**config.mk**
```make
export PLATFORM = sky130hd
export DESIGN_NAME = soc_evt_id_sender
export DESIGN_NICKNAME = d
export VERILOG_FILES = /design/src/rtl/soc_evt_id_sender.sv
export SDC_FILE = /design/constraint.sdc
export NUM_CORES = 1
export LEC_CHECK = 0
export BUFFER_PORTS_ARGS = -buffer_cell sky130_fd_sc_hd__buf_4
export CELL_PAD_IN_SITES_DETAIL_PLACEMENT = 1
export CELL_PAD_IN_SITES_GLOBAL_PLACEMENT = 1
export CORE_MARGIN = 5
export CORE_UTILIZATION = 46
export CTS_CLUSTER_DIAMETER = 100
export CTS_CLUSTER_SIZE = 30
export DETAILED_ROUTE_END_ITERATION = 8
export PLACE_DENSITY = 0.8
export SLEW_MARGIN = 20
export SYNTH_ARGS = -nofsm -noshare
export SYNTH_HDL_FRONTEND = slang
export SYNTH_SLANG_ARGS = --single-unit
export TNS_END_PERCENT = 100
```
**constraint.sdc**
```tcl
create_clock -name clk_i -period 5 [get_ports clk_i]
set_clock_uncertainty 0.1 [all_clocks]
set_input_delay 1 -clock clk_i [delete_from_list [all_inputs] [get_ports clk_i]]
set_output_delay 1 -clock clk_i [all_outputs]
set_load 0.05 [all_outputs]
```
**src/rtl/soc_evt_id_sender.sv**
```systemverilog
// SoC-event ID sender: counts per-source event pulses and sends one event ID per
// accepted transfer, with round-robin selection among pending sources.
module soc_evt_id_sender #(
  parameter int NB_EVT    = 8,
  parameter int ID_WIDTH  = 8,
  parameter int ID_BASE   = 0,
  parameter int CNT_WIDTH = 2
) (
  input  logic                clk_i,
  input  logic                rst_ni,
  input  logic [NB_EVT-1:0]   evt_i,
  output logic                evt_valid_o,
  input  logic                evt_fulln_i,
  output logic [ID_WIDTH-1:0] evt_data_o,
  output logic [NB_EVT-1:0]   ovf_o,
  input  logic                ovf_clr_i,
  output logic                busy_o
);

  localparam int PW = (NB_EVT > 1) ? $clog2(NB_EVT) : 1;
  localparam logic [CNT_WIDTH-1:0] CNT_MAX = '1;

  if (NB_EVT < 2) begin : g_chk_nb
    $error("soc_evt_id_sender: NB_EVT must be >= 2");
  end
  if ((longint'(ID_BASE) + longint'(NB_EVT)) > (longint'(1) << ID_WIDTH)) begin : g_chk_id
    $error("soc_evt_id_sender: ID_BASE+NB_EVT does not fit in ID_WIDTH");
  end

  logic [CNT_WIDTH-1:0] cnt_q [NB_EVT];
  logic [CNT_WIDTH-1:0] cnt_d [NB_EVT];
  logic [PW-1:0]        ptr_q, ptr_d;
  logic                 valid_q, valid_d;
  logic [ID_WIDTH-1:0]  data_q, data_d;
  logic [NB_EVT-1:0]    ovf_q, ovf_d;
  logic [NB_EVT-1:0]    pend;
  logic [NB_EVT-1:0]    grant;
  logic                 load_ok;
  logic                 found;
  logic [PW-1:0]        win;
  logic [PW-1:0]        idx;

  always_comb begin
    for (int i = 0; i < NB_EVT; i++) begin
      pend[i] = |cnt_q[i];
    end
  end

  // First pending source at or above the pointer, wrapping around.
  always_comb begin
    found = 1'b0;
    win   = '0;
    idx   = '0;
    for (int off = 0; off < NB_EVT; off++) begin
      idx = PW'((int'(ptr_q) + off) % NB_EVT);
      if (!found && pend[idx]) begin
        found = 1'b1;
        win   = idx;
      end
    end
  end

  always_comb begin
    load_ok = ~valid_q | evt_fulln_i;
    grant   = '0;
    valid_d = valid_q;
    data_d  = data_q;
    ptr_d   = ptr_q;
    if (load_ok) begin
      if (found) begin
        grant[win] = 1'b1;
        valid_d    = 1'b1;
        data_d     = ID_WIDTH'(ID_BASE) + ID_WIDTH'(win);
        ptr_d      = (win == PW'(NB_EVT - 1)) ? '0 : win + 1'b1;
      end else begin
        valid_d = 1'b0;
      end
    end
  end

  // A pulse that arrives while the counter is full is lost and flagged; set beats clear.
  always_comb begin
    ovf_d = ovf_clr_i ? '0 : ovf_q;
    for (int i = 0; i < NB_EVT; i++) begin
      cnt_d[i] = cnt_q[i];
      if (evt_i[i] && !grant[i]) begin
        if (cnt_q[i] == CNT_MAX) begin
          ovf_d[i] = 1'b1;
        end else begin
          cnt_d[i] = cnt_q[i] + 1'b1;
        end
      end else if (!evt_i[i] && grant[i]) begin
        cnt_d[i] = cnt_q[i] - 1'b1;
      end
    end
  end

  always_ff @(posedge clk_i or negedge rst_ni) begin
    if (!rst_ni) begin
      for (int i = 0; i < NB_EVT; i++) begin
        cnt_q[i] <= '0;
      end
      ptr_q   <= '0;
      valid_q <= 1'b0;
      data_q  <= '0;
      ovf_q   <= '0;
    end else begin
      for (int i = 0; i < NB_EVT; i++) begin
        cnt_q[i] <= cnt_d[i];
      end
      ptr_q   <= ptr_d;
      valid_q <= valid_d;
      data_q  <= data_d;
      ovf_q   <= ovf_d;
    end
  end

  assign evt_valid_o = valid_q;
  assign evt_data_o  = data_q;
  assign ovf_o       = ovf_q;
  assign busy_o      = (|pend) | valid_q;

endmodule

```
==> Word level (Yosys, flattened, before mapping) <==
Index checks and enable logic that the tools add are counted.
{ "totals": {"input_bits": 12, "regBits": 31} }
{ "op_classes": {"n_reduce_logical": 73, "n_addsub": 24, "n_bitwise": 3, "n_mux": 79, "n_eq_ne": 17, "n_lt_le_gt_ge": 10} }
{ "ops": {"columns": ["cell", "count"], "rows": [
  ["$mux W2", 24],
  ["$lt A3 B4 Y1 const B", 9],
  ["$mux W1", 34],
  ["$mux W3", 9],
  ["$bmux W1 S3", 8],
  ["$logic_and A1 B1 Y1", 24],
  ["$mux W8", 3],
  ["$logic_not A1 Y1", 23],
  ["$reduce_and A2 Y1", 9],
  ["$add A2 B1 Y2 const B", 8],
  ["$eq A2 B2 Y1 const B", 8],
  ["$ne A2 B2 Y1 const B", 8],
  ["$reduce_bool A2 Y1", 8],
  ["$reduce_or A16 Y1", 1],
  ["$reduce_or A2 Y1", 8],
  ["$sub A2 B1 Y2 const B", 8],
  ["$add A3 B3 Y3 const B", 4],
  ["$add A3 B1 Y3 const B", 2],
  ["$add A3 B2 Y3 const B", 2],
  ["$demux W1 S3", 1],
  ["$eq A3 B3 Y1 const B", 1],
  ["$ge A3 B1 Y1 const B", 1],
  ["$or A1 B1 Y1", 2],
  ["$not A1 Y1", 1]
]} }

==> Longest topological paths before layout <==
Gate-level depths: netlist of run 1.
{ "depth": {"word_depth": 35, "ltp_mapped": 15} }

==> Least setup slack after synthesis of run 1 <==
Ideal clock, no wire load.
{ "synth_path": {"path_kind": "register to register", "from": "register ptr_q[1]", "to": "register cnt_q[10] (netlist bit)", "setup_time_ns": 0.094, "path_stages_with_launch": 13, "path_slack_ns": 1.522, "required_ns": 4.806, "arrival_ns": 3.284, "period_less_slack_ns": 3.478, "path_cell_list": "dfrtp_1 -> clkinv_1 -> ha_1 -> clkbuf_1 -> a2111oi_1 -> or4_1 -> nor3b_2 -> and2_4 -> a221oi_4 -> or4_1 -> buf_2 -> xor2_1 -> a211oi_1"} }
{ "synth_between": {"elab_chain_len": 34, "word_cells_on_any_way": 67, "classes_between": "add/sub: 7; order compare: 2; eq/ne: 1; mux: 37; reduce/logical: 20"} }
{ "synth_lines": {"columns": ["element", "line", "source"], "rows": [
  ["start, declared", "32", "logic [PW-1:0] ptr_q, ptr_d;"],
  ["start signal, assigned", "111", "ptr_q <= ptr_d;"],
  ["parallel branches: the longest is 28 deep, another holds $add A3 B1 Y3", null, null],
  ["$mux W8 *", "70", "if (found) begin"],
  ["$mux W8 *", "69", "if (load_ok) begin"],
  ["$logic_not A1 Y1", "86", "if (evt_i[i] && !grant[i]) begin"],
  ["$logic_and A1 B1 Y1", "86", null],
  ["$ne A2 B2 Y1 (no line) / $reduce_bool A2 Y1 (equally long branches)", null, null],
  ["$reduce_and A2 Y1 (no line)", null, null],
  ["end signal, assigned by index", "109", "cnt_q[i] <= cnt_d[i];"],
  ["end, declared", "30", "logic [CNT_WIDTH-1:0] cnt_q [NB_EVT];"]
]} }
Mark *: on every way between the ends. The select of a mux whose other input is x is not followed.
A chain may end at the register's enable or synchronous reset.

==> Worst setup path after layout of run 1 <==
{ "layout_path": {"from": "register ptr_q[1]", "to": "register cnt_q[0] (netlist bit)"} }
The elaborated chain is that of the path after synthesis.

==> results of run 1 <==
sequential cells by signal (all words and copies together), names as in the netlist:
name / count
ovf_o: 8
cnt_q: 16
ptr_q: 3
evt_valid_o: 1
evt_data_o: 3
worst max-delay path: cells and delay by family (launching register included):
family	cells	cell delay, ns
flip-flops	1	0.59
AND/OR/NAND/NOR	4	1.39
AO/OA/AOI/OAI	3	0.86
buffers and inverters	2	0.58
adder cells (fa/ha/maj)	1	0.62
multiplexers	1	0.42
routing by layer:
| layer | wire length, microns | share of wire | track usage | up-vias |
|---|---|---|---|---|
| li1 | - | - | - | 1164 |
| met2 | 4380 | 0.52 | 0.415 | 54 |
| met5 | 0 | 0 | 0 | - |
| met4 | 255 | 0.030 | 0.0949 | 0 |
| met1 | 3590 | 0.42 | 0.300 | 1239 |
| met3 | 244 | 0.029 | 0.0266 | 21 |
area by class of cell:
type / count / area, sq um / share of cell area
tap: 75 / 93.8 / 0.0307
clock buffer: 6 / 82.6 / 0.0270
multi-input combinational: 232 / 1770 / 0.581
sequential: 31 / 776 / 0.254
clock inverter: 2 / 35.0 / 0.0115
inverter: 20 / 75.1 / 0.0246
timing repair buffer: 29 / 218 / 0.0713
kinds of logic (layout without fill, tap and decap cells):
logic type                 Yosys count  in the layout  synth area share
other                                1              5           0.00138
adders and majority gates            3              3            0.0138
and+or+nand+nor                     93             93             0.213
DFF                                 31             31             0.286
AOI/OAI and AO/OA                  102            102             0.266
xor gates and xnor gates            13             13            0.0516
buffers and inverters               36             57            0.0668
muxes                               16             16             0.101
stage by stage:
step	area [sq um]	setup slack (ns)	hold slack (ns)	cells
after floorplan	2730	1.52	0.431	299
after global placement	2930	0.631	0.399	387
after detailed placement	2930	0.359	0.419	387
after CTS	3050	0.286	0.430	395
after global routing	3050	0.0808	0.450	395
final	3050	0.333	0.427	395
placed cells by master (no fill, tap or decap), types with 7 or more instances in the layout:
| cell | Yosys | routed |
|---|---|---|
| buf_4 | 7 | 29 |
| nor2_1 | 21 | 21 |
| inv_1 | 16 | 16 |
| a211oi_1 | 7 | 7 |
| nor3_1 | 9 | 9 |
| mux4_2 | 9 | 9 |
| nand4_1 | 8 | 8 |
| o21ai_0 | 23 | 23 |
| dfrtp_1 | 31 | 31 |
| nand2_1 | 14 | 14 |
| a21oi_1 | 24 | 24 |
power by group:
| part | internal [uW] | switching (uW) | leakage [uW] |
|---|---|---|---|
| Clock | 161 | 98.1 | 0.0000612 |
| Combinational | 396 | 705 | 0.000811 |
| Sequential | 309 | 80.3 | 0.000313 |
final timing paths:
kind                              to  slack (ns)  cells past startpoint
setup / recovery            cnt_q[0]        0.33                     11
hold / removal              ovf_o[3]        0.43                      2
setup reg to reg            cnt_q[0]        0.33                     11
hold reg to reg             ovf_o[3]        0.43                      2
max in group asynchronous  cnt_q[12]        3.93                      1
min in group asynchronous   ptr_q[2]        0.56                      1
timing repair:
item	4_1_cts	5_1_grt
gates resized for setup	0	1
hold buffers	0	0
setup endpoints to repair	0	1
==> flow_summary.yaml, run 1 <==
status:
  status: "completed"
synth:
  ys_async_sr_fraction: 1.00
  synth_top_area_frac: 0.286
  synth-seq-area-share: 0.286
  synth_most_common_cell: "dfrtp_1"
  syn_inst: 295
  syn_area_per_cell_sq_um: 9.20
  netlist_top_cells_area: "dfrtp_1 29%, mux4_2 7.5%, a21oi_1 4.4%"
  yosysWarnings: 0
  synthFlopType: "dfrtp_1"
  synth_top_area_cell: "dfrtp_1"
  synth.distinct_cells: 65
  synth_seq_cells: 31
  synth_edf_count: 0
  synth_top_cells_by_count: "31 x dfrtp_1, 24 x a21oi_1, 23 x o21ai_0"
  synth_area_sq_mm: 0.00271
clocking:
  cts_setup_buffers: 0
  clk_latency_ns: 0.28
  clock-root-buffer: "clkbuf_8"
  cts.sinks: 31
  htreeDepth: 2
  tritoncts: "yes"
  cts_made_buffers: 5
  clk_pin_slew_worst_paths_ns: 0.07
  cts.path.max_buffers: 2
pwr:
  power_per_cell_area_mw_per_mm2: 573
  peakVddDrop_v: 0.000311
  leakagePower_uw: 0.00119
  power_uw: 1750
placement:
  place.detailed.hpwl_microns: 6440
  gp_congestion: 0.912
  port_buffers: 24
floorplan:
  core_sq_mm: 0.00582
  initial_core_util: 0.467
  design.die.area_sq_mm: 0.00754
  boundaryPins: 30
  rows: 28
  fp.dieW_microns: 86.8
  die_h_microns: 86.8
critical_path:
  worstPathRequired_ns: 5.08
  start_kind: "flop"
  path_max_fanout: 12
  crit_start: "ptr_q[1]"
  cp-end-kind: "flop"
  worstSetupPathType: "reg2reg"
  reg2reg_from: "ptr_q[1]"
  cp.arrival_ns: 4.74
  crit_path_top_delay_cell: "ha_1"
  max_stage_delay_ns: 0.62
  path_cells: "clkinv_1 -> ha_1 -> inv_1 -> mux4_2 -> a221oi_2 -> and3b_1 -> nand3b_1 -> nor2_1 -> o2111ai_1 -> or3b_1 -> o211a_1"
hold_path:
  min_from: "ovf_o[3]"
  hp-class: "reg2reg"
run:
  drv_cap: 0
sta:
  finalSetupViolations: 0
  rsz0062_at_grt: "false"
  hold_viol: 0
  worstMarginPinSlew_ns: 0.836
  fin_crit_sh: 0.933
  fmax_mhz: 214
  setup_tns_ns: 0
  period_needed_ns: 4.67
  max-slew-margin-rel: 0.441
  final_max_slew_viol_count: 0
grt:
  grt_start_max_net_pins: 32
  grt_pass1_wl_microns: 13900
  gr-total-overflow: 0
  grt_usage: 0.239
  antenna_found_initial: 0
  grt_pass1_vias: 2596
detailed_routing:
  vias_per_cell: 6.27
  vias: 2478
  firstDrtPassIters: 4
  postRouteAntennaNets: 0
  wire_per_inst_microns: 21.4
  drt_iter0_drc: 159
  drcViolationCount: 0
  routed_wl_microns: 8470
finish:
  drive_gt1_frac: 0.213
  diodes: 0
  postLayoutCoreUtil: 0.525
  fillCellCount: 718
  syn_to_final_growth_pct: 12.5
  nets: 334
(Power assumes the default switching activity.)
==> run 2: changes to the inputs <==
Settings changed: CORE_UTILIZATION 46 to 25, PLACE_DENSITY 0.8 to 0.48.
==> run 2 against run 1 <==
Net effect: sequential share of layout area down 0.83 points; routed wire length shrank 0.30%; global-route usage down 9.9 points; setup slack gained 0.52 ns; sequential power is 3% lower; non-clock buffer count increased by 3; final cell count up 17%; critical endpoint unchanged.
==> flow_summary.yaml, run 2 (synthesized netlist as in run 1, its figures left out) <==
status:
  status: "completed"
clocking:
  cts_setup_buffers: 0
  tritoncts: "yes"
  clk_latency_ns: 0.29
  htreeDepth: 2
  postCtsHoldBufs: 0
  cts.sinks: 31
  clock-root-buffer: "clkbuf_8"
  cts.path.max_buffers: 2
  clk_pin_slew_worst_paths_ns: 0.07
  cts_made_buffers: 5
  cts_resized: 0
critical_path:
  path_cells: "inv_2 -> ha_1 -> xor2_4 -> a2111oi_0 -> or4_1 -> nor3b_2 -> nand3_1 -> a21oi_1 -> buf_4 -> o2111ai_1 -> or3b_1 -> o211a_1"
  regToRegSetupSlack_ns: 0.85
  reg2reg_from: "ptr_q[0]"
  max_stage_delay_ns: 0.65
  worstSetupPathType: "reg2reg"
  path_max_fanout: 8
  rr_worst_depth: 12
  crit_path_top_delay_cell: "or4_1"
  worstPathRequired_ns: 5.08
  timing.rr.end: "cnt_q[0]"
  cp.arrival_ns: 4.23
  cp-end-kind: "flop"
  start_kind: "flop"
grt:
  grt_usage: 0.139
  grt_pass1_vias: 2543
  gr-total-overflow: 0
  antenna_found_initial: 0
  grt_start_max_net_pins: 32
  grt_pass1_wl_microns: 14300
placement:
  place.detailed.hpwl_microns: 6750
  port_buffers: 24
  gp_congestion: 0.822
detailed_routing:
  postRouteAntennaNets: 0
  drcViolationCount: 0
  firstDrtPassIters: 4
  drt_iter0_drc: 101
  vias: 2420
  wire_per_inst_microns: 18.2
  vias_per_cell: 5.23
  routed_wl_microns: 8440
finish:
  diodes: 0
  fillCellCount: 1298
  final_cell_mix: "32 x buf_4, 31 x dfrtp_1, 24 x a21oi_1"
  largest_register_ff_count: 16
  largest-register: "cnt_q"
  syn_to_final_growth_pct: 16.3
  nets: 337
  final_common_cell: "buf_4"
  drive_gt1_frac: 0.220
  postLayoutCoreUtil: 0.294
sta:
  setup_tns_ns: 0
  rsz0062_at_grt: "false"
  hold_viol: 0
  finalSetupViolations: 0
  fin_crit_sh: 0.830
  period_needed_ns: 4.15
  fmax_mhz: 241
  max-slew-margin-rel: 0.487
  worstMarginPinSlew_ns: 0.750
  final_max_slew_viol_count: 0
pwr:
  leakagePower_uw: 0.00120
  peakVddDrop_v: 0.000226
  power_uw: 1770
  power_per_cell_area_mw_per_mm2: 560
run:
  drv_cap: 0
floorplan:
  core_sq_mm: 0.0107
  boundaryPins: 30
  design.die.area_sq_mm: 0.0130
  die_h_microns: 114
  fp.dieW_microns: 114
  initial_core_util: 0.253
  rows: 38
hold_path:
  whs_endpoint: "ovf_o[2]"
  hp-class: "reg2reg"
  min_from: "ovf_o[2]"
  hold_depth: 2
-- run 2: changes by cell type in the layout (fill, tap and decap cells not counted) --
cell | previous run | this run
buf_4 | 29 | 32
a2111oi_0 | 1 | 2
a2111oi_1 | 5 | 4
-- run 2: how the worst max path moves through the flow --
stage                end  slack (ns)     start  depth (start not counted)
6_report        cnt_q[0]        0.85  ptr_q[0]                         12
5_1_grt         cnt_q[0]        0.52  ptr_q[0]                         12
4_1_cts         cnt_q[0]        0.84  ptr_q[0]                         12
3_5_place_dp    cnt_q[0]        0.87  ptr_q[0]                         12
3_3_place_gp    cnt_q[0]        0.95  ptr_q[0]                         12
2_1_floorplan  cnt_q[10]        1.52  ptr_q[1]                         12
-- run 2: worst max-delay path: cells and delay by family (launching register included) --
kind | cells | cell delay (ns)
xor gates and xnor gates | 1 | 0.27
AOI/OAI and AO/OA | 4 | 1.02
buffers and inverters | 2 | 0.42
adders and majority gates | 1 | 0.31
and+or+nand+nor | 4 | 1.51
DFF | 1 | 0.40
-- run 2: final cells by class --
class / count / area, sq um / share of cell area
Sequential cell: 31 / 776 / 0.246
Timing Repair Buffer: 32 / 240 / 0.0761
Tap cell: 140 / 175 / 0.0555
Multi-Input combinational cell: 232 / 1770 / 0.561
Clock buffer: 6 / 82.6 / 0.0262
Inverter: 20 / 75.1 / 0.0238
Clock inverter: 2 / 35.0 / 0.0111
-- run 2: metrics by stage --
step / hold WS [ns] / setup slack [ns] / area (sq um) / cells
6_report: 0.430 / 0.852 / 3160 / 463
3_5_place_dp: 0.420 / 0.872 / 3040 / 455
5_1_grt: 0.459 / 0.521 / 3160 / 463
2_1_floorplan: 0.431 / 1.52 / 2730 / 299
4_1_cts: 0.432 / 0.844 / 3160 / 463
3_3_place_gp: 0.413 / 0.950 / 3040 / 455
-- run 2: layer usage --
metal  routed length, microns  global-route usage  share of wire  up-vias
met4                      205              0.0451          0.024        0
met2                     4100               0.230           0.49       42
met3                      194              0.0174          0.023       12
li1                         -                   -              -     1166
met5                        0                   0              0        -
met1                     3940               0.189           0.47     1200
-- run 2: where the power goes --
group | switching [uW] | internal, uW | leakage (uW)
combinational | 716 | 411 | 0.000826
sequential | 70.2 | 309 | 0.000313
clock | 99.8 | 161 | 0.0000612
total | 886 | 881 | 0.00120
